File: config.mk
export PLATFORM = sky130hd
export DESIGN_NAME = lda_stream
export DESIGN_NICKNAME = d
export VERILOG_FILES = /design/src/rtl/lda_pkg.sv /design/src/rtl/lda_step.sv /design/src/rtl/lda_stream.sv
export SDC_FILE = /design/constraint.sdc
export NUM_CORES = 1
export LEC_CHECK = 0
export CORE_MARGIN = 4
export CORE_UTILIZATION = 30
export CTS_BUF_LIST = sky130_fd_sc_hd__clkbuf_2 sky130_fd_sc_hd__clkbuf_4 sky130_fd_sc_hd__clkbuf_8
export DETAILED_ROUTE_END_ITERATION = 7
export PLACE_DENSITY_LB_ADDON = 0.12
export SYNTH_ARGS = -nofsm -noshare
export SYNTH_HDL_FRONTEND = slang
export SYNTH_SLANG_ARGS = --single-unit
export TNS_END_PERCENT = 5
File: constraint.sdc
create_clock -name clock -period 6.4 [get_ports clock]
set_input_delay 1.6 -clock clock [delete_from_list [all_inputs] [get_ports clock]]
set_output_delay 1.6 -clock clock [all_outputs]
set_load 0.005 [all_outputs]
File: src/rtl/lda_pkg.sv
// Shared types and helpers for the streaming Bresenham line engine.
// Step direction is held as a single sign bit rather than a signed +1/-1 value.
package lda_pkg;

    typedef enum logic [2:0] {
        IDLE,
        SETUP,
        PLOT,
        DONE,
        WAIT
    } state_t;

    typedef logic dir_t;
    localparam dir_t DIR_POS = 1'b0;
    localparam dir_t DIR_NEG = 1'b1;

    // Signed error width: the wider coordinate plus sign and headroom for err+dx.
    function automatic int calc_ew(input int xw, input int yw);
        return ((xw > yw) ? xw : yw) + 2;
    endfunction

endpackage

File: src/rtl/lda_step.sv
// Combinational single Bresenham step: advances (x,y) and the error term.
// Both axis decisions use the incoming err, so a diagonal move happens in one step.
module lda_step
    import lda_pkg::*;
#(
    parameter int XW = 9,
    parameter int YW = 8,
    parameter int EW = calc_ew(XW, YW)
) (
    input  logic signed [EW-1:0] err,
    input  logic signed [EW-1:0] dx,
    input  logic signed [EW-1:0] dy,
    input  dir_t                 sx,
    input  dir_t                 sy,
    input  logic [XW-1:0]        x,
    input  logic [YW-1:0]        y,
    output logic signed [EW-1:0] err_next,
    output logic [XW-1:0]        x_next,
    output logic [YW-1:0]        y_next
);

    localparam logic [XW-1:0] X_ONE = XW'(1);
    localparam logic [YW-1:0] Y_ONE = YW'(1);

    logic signed [EW:0]   e2;
    logic signed [EW:0]   dx_w;
    logic signed [EW:0]   dy_w;
    logic                 step_x;
    logic                 step_y;
    logic signed [EW-1:0] add_x;
    logic signed [EW-1:0] add_y;

    assign e2     = {err, 1'b0};
    assign dx_w   = {dx[EW-1], dx};
    assign dy_w   = {dy[EW-1], dy};
    assign step_x = (e2 >= dy_w);
    assign step_y = (e2 <= dx_w);
    assign add_x  = step_x ? dy : {EW{1'b0}};
    assign add_y  = step_y ? dx : {EW{1'b0}};

    always_comb begin
        err_next = err + add_x + add_y;
        x_next   = x;
        y_next   = y;
        if (step_x) begin
            x_next = (sx == DIR_NEG) ? (x - X_ONE) : (x + X_ONE);
        end
        if (step_y) begin
            y_next = (sy == DIR_NEG) ? (y - Y_ONE) : (y + Y_ONE);
        end
    end

endmodule

File: src/rtl/lda_stream.sv
// Streaming Bresenham line drawer: latches a line on go and emits its pixels
// in order over a valid/ready handshake, then pulses done.
module lda_stream
    import lda_pkg::*;
#(
    parameter int XW = 9,
    parameter int YW = 8,
    parameter int CW = 3
) (
    input  logic          clock,
    input  logic          reset_n,
    input  logic          go,
    input  logic [XW-1:0] x0,
    input  logic [YW-1:0] y0,
    input  logic [XW-1:0] x1,
    input  logic [YW-1:0] y1,
    input  logic [CW-1:0] colour,
    output logic          busy,
    output logic          done,
    output logic [XW-1:0] pix_x,
    output logic [YW-1:0] pix_y,
    output logic [CW-1:0] pix_colour,
    output logic          pix_valid,
    input  logic          pix_ready
);

    localparam int EW = calc_ew(XW, YW);

    state_t               state_reg;
    state_t               state_next;
    logic [XW-1:0]        x0_reg;
    logic [XW-1:0]        x1_reg;
    logic [YW-1:0]        y0_reg;
    logic [YW-1:0]        y1_reg;
    logic signed [EW-1:0] dx_reg;
    logic signed [EW-1:0] dy_reg;
    logic signed [EW-1:0] err_reg;
    dir_t                 sx_reg;
    dir_t                 sy_reg;

    logic [XW-1:0]        adx;
    logic [YW-1:0]        ady;
    logic signed [EW-1:0] err_step;
    logic [XW-1:0]        x_step;
    logic [YW-1:0]        y_step;
    logic                 hs;
    logic                 at_end;

    assign adx    = (x1_reg >= x0_reg) ? (x1_reg - x0_reg) : (x0_reg - x1_reg);
    assign ady    = (y1_reg >= y0_reg) ? (y1_reg - y0_reg) : (y0_reg - y1_reg);
    // Decoded from the state register so the handshake has no path through the FSM outputs.
    assign hs     = (state_reg == PLOT) && pix_ready;
    assign at_end = (pix_x == x1_reg) && (pix_y == y1_reg);

    lda_step #(
        .XW(XW),
        .YW(YW),
        .EW(EW)
    ) u_step (
        .err      (err_reg),
        .dx       (dx_reg),
        .dy       (dy_reg),
        .sx       (sx_reg),
        .sy       (sy_reg),
        .x        (pix_x),
        .y        (pix_y),
        .err_next (err_step),
        .x_next   (x_step),
        .y_next   (y_step)
    );

    always_ff @(posedge clock or negedge reset_n) begin
        if (!reset_n) begin
            state_reg <= IDLE;
        end else begin
            state_reg <= state_next;
        end
    end

    always_comb begin
        state_next = state_reg;
        busy       = 1'b0;
        done       = 1'b0;
        pix_valid  = 1'b0;
        case (state_reg)
            IDLE: begin
                if (go) begin
                    state_next = SETUP;
                end
            end
            SETUP: begin
                busy       = 1'b1;
                state_next = PLOT;
            end
            PLOT: begin
                busy      = 1'b1;
                pix_valid = 1'b1;
                if (hs && at_end) begin
                    state_next = DONE;
                end
            end
            DONE: begin
                done       = 1'b1;
                state_next = WAIT;
            end
            WAIT: begin
                // A held go must be released before another line can start.
                if (!go) begin
                    state_next = IDLE;
                end
            end
            default: state_next = IDLE;
        endcase
    end

    always_ff @(posedge clock or negedge reset_n) begin
        if (!reset_n) begin
            x0_reg     <= '0;
            x1_reg     <= '0;
            y0_reg     <= '0;
            y1_reg     <= '0;
            dx_reg     <= '0;
            dy_reg     <= '0;
            err_reg    <= '0;
            sx_reg     <= DIR_POS;
            sy_reg     <= DIR_POS;
            pix_x      <= '0;
            pix_y      <= '0;
            pix_colour <= '0;
        end else begin
            case (state_reg)
                IDLE: begin
                    if (go) begin
                        x0_reg     <= x0;
                        y0_reg     <= y0;
                        x1_reg     <= x1;
                        y1_reg     <= y1;
                        pix_colour <= colour;
                    end
                end
                SETUP: begin
                    dx_reg  <= $signed(EW'(adx));
                    dy_reg  <= -$signed(EW'(ady));
                    err_reg <= $signed(EW'(adx)) - $signed(EW'(ady));
                    sx_reg  <= (x0_reg < x1_reg) ? DIR_POS : DIR_NEG;
                    sy_reg  <= (y0_reg < y1_reg) ? DIR_POS : DIR_NEG;
                    pix_x   <= x0_reg;
                    pix_y   <= y0_reg;
                end
                PLOT: begin
                    if (hs && !at_end) begin
                        err_reg <= err_step;
                        pix_x   <= x_step;
                        pix_y   <= y_step;
                    end
                end
                default: ;
            endcase
        end
    end

endmodule

==> out/metrics.csv <==
metric,value,unit
outcome,"finished, final reports clean",
area of the multi-input gates,4670,um^2
Final min period,4.95,ns
Setup Buffers After CTS,0,
Reg2Reg Depth,19,
worst hold path class,reg -> reg,
Worst Setup SP,err_reg[2]$_DFFE_PN0P_,
Mapped Area,7400,um^2
initial antenna violation count,0,
Worst Hold Path Cells,1,
fillers,2577,
largest net degree at the start of global routing,54,
asr flop ratio synth,1.00,
yosys warns,0,
Mean Syn Cell Area,8.72,um^2
fraction of layout instances using a drive strength above 1,0.0541,
Initial Utilization,0.304,
Yosys top cell by area,dfrtp_1,
"Seq/Total Area, Yosys",0.304,
# port buffers,63,
CTS tree,built,
skew final,0.0183,ns
post-route design area,8600,um^2
Post-Synth Simple-Gate Area,0.147,
Final ANT Viol Nets,0,
CTS Hold Buffers Added,0,
H-tree depth,3,
Placer Congestion,0.843,
critical-path maximum fanout,10,
Worst-path clk slew,0.11,ns
Synth area leaders,"dfrtp_1 (30%), ha_1 (14%), o21ai_0 (5.8%)",
"Hold Vio Cnt, Final",0,
Worst R2R Setup Slack,1.45,ns
root buf cell,clkbuf_8,
Cell Rows,57,
Max-Slew Margin vs Limit,0.497,
crit-path cells,ha_1 > a21o_1 > a21o_1 > a211o_1 > a21o_1 > a21o_1 > a221oi_4 > and2_1 > fa_1 > ha_1 > a21o_1 > a21oi_1 > o21ai_0 > o41a_1 > a21o_1 > a21oi_1 > xor2_1 > o21ai_0 > o22a_1,
drc violations,0,
Worst Path Arrival,5.22,ns
mux cell area share after synthesis,0.0235,
CTS resizes,0,
clock buffer depth,2,
cell with the most instances after synthesis,nand2_1,
CP Capture Point,err_reg[10]$_DFFE_PN0P_,
Final setup viols,0,
Synth top area share,0.304,
adder-cell share of the synthesized area,0.190,
"EDFF count, synth",0,
IO Count,64,
"slowest stage delay, CP",0.47,ns
Synth cell types,65,
Fmax,202,MHz
Total GRT Usage,0.161,
MaxCap Viol Count,0,
PnR worst setup slack,1.45,ns
CP max-delay cell,fa_1,
Die X,165,um
final setup TNS,0,ns
Setup CP Type,reg -> reg,
worst-margin pin slew,0.755,ns
"Cell Area, Placed",8370,um^2
final WL,21000,um
DRT iter0 DRCs,347,
vias per cell,4.84,
Via Count,5949,
Num CTS Buffers,9,
core region area,24300,um^2
"Top cell by count, worst path",a21o_1,
Vert. Die Dim,165,um
largest family of logic cells by synthesized area,compound AO/OA/AOI/OAI gates,
ys flop type,dfrtp_1,
"Slew Viols, Final",0,
drt pass-1 iters,4,
"Net Count, Synth",991,
first-pass GRT wire length,34100,um
antenna cell count,0,
most instantiated cells after synthesis,"nand2_1 (92), dfrtp_1 (90), inv_1 (86), ha_1 (85), o21ai_0 (85)",
"flops & latches, synth",90,
clk_lat worst skew,0.39,ns
Post-Synthesis Cells,848,
worst hold start,pix_colour[1]$_DFFE_PN0P_,
Final Cycle Share,0.774,
grt total ovfl,0,
CP Launch Type,register,
RSZ-0062 raised after global routing,false,
Reg2Reg Capture Point,err_reg[10]$_DFFE_PN0P_,
Setup Slack @ Placement,1.45,ns
Reg area,2250,um^2
Worst EP required,6.67,ns
vias in the first global route,6120,
Crit. End Element,register,
area grow syn2layout,16.2,%
Critical R2R Launch,err_reg[2]$_DFFE_PN0P_,
XOR/XNOR Fraction of Synth Area,0.0698,
post-synthesis compound-gate area fraction,0.199,
DR WL/cell,17.1,um
Nets,1043,
DP HPWL,16300,um
CTS Sinks,90,
die area,27200,um^2
-- cells in the final DEF (no fill, tap or decap), types with 4 or more instances in the layout --
master,n
nand2_1,92
dfrtp_1,90
inv_1,86
o21ai_0,85
ha_1,85
a21oi_1,64
clkdlybuf4s50_1,62
nor2_1,44
xnor2_1,42
a21o_1,25
and2_1,18
xor2_1,17
fa_1,17
buf_4,12
nor3_1,11
nor2b_1,10
nand4_1,10
clkbuf_8,10
a31oi_1,9
mux2i_1,8
nand3_1,7
mux2_2,7
a211oi_1,6
nand2b_1,6
o21a_1,4
o21ai_1,4
o21bai_1,4
o22a_1,4
-- worst min path at each step --
stage / slack, ns / endpoint
after floorplan: 0.46 / dy_reg[9]$_DFFE_PN0P_
after global placement: 0.49 / pix_colour[1]$_DFFE_PN0P_
after detailed placement: 0.50 / pix_colour[1]$_DFFE_PN0P_
after CTS: 0.53 / pix_colour[1]$_DFFE_PN0P_
after global routing: 0.53 / pix_colour[1]$_DFFE_PN0P_
final: 0.52 / pix_colour[1]$_DFFE_PN0P_
-- area by class of cell --
type / instances / share of cell area
sequential: 90 / 0.262
multi-input combinational: 638 / 0.543
timing repair buffer: 74 / 0.0826
inverter: 87 / 0.0380
clock buffer: 10 / 0.0160
clock inverter: 6 / 0.0111
tap: 324 / 0.0471
-- metal layers --
layer	vias up	wire, um	GRT usage
li1	3014	-	-
met1	2822	10900	0.238
met2	89	9140	0.245
met3	24	497	0.0177
met4	0	463	0.0529
met5	-	0	0
-- kinds of logic (layout without fill, tap and decap cells) --
group,after synthesis,count (layout)
buffers and inverters,120,177
and+or+nand+nor,224,224
adders and majority gates,102,102
AOI/OAI and AO/OA,237,237
xor gates and xnor gates,59,59
DFF,90,90
muxes,16,16
-- per-stage QoR --
stage               utilization  cells  hold slack (ns)
CTS                       0.354   1229            0.526
global route              0.354   1229            0.532
floorplan                     -    848            0.463
global placement          0.344   1213            0.494
finish                    0.354   1229            0.521
detailed placement        0.344   1213            0.498
-- critical path: cells and delay by family (launching register included) --
| family | cells | cell delay (ns) |
|---|---|---|
| AO/OA/AOI/OAI | 14 | 2.94 |
| flip-flops | 1 | 0.44 |
| adder cells (fa/ha/maj) | 3 | 1.10 |
| XOR/XNOR | 1 | 0.15 |
| AND/OR/NAND/NOR | 1 | 0.23 |
Power is left out: the tool's default activity adds up to more than one toggle a clock period on the data nets, which glitch-free logic cannot reach.
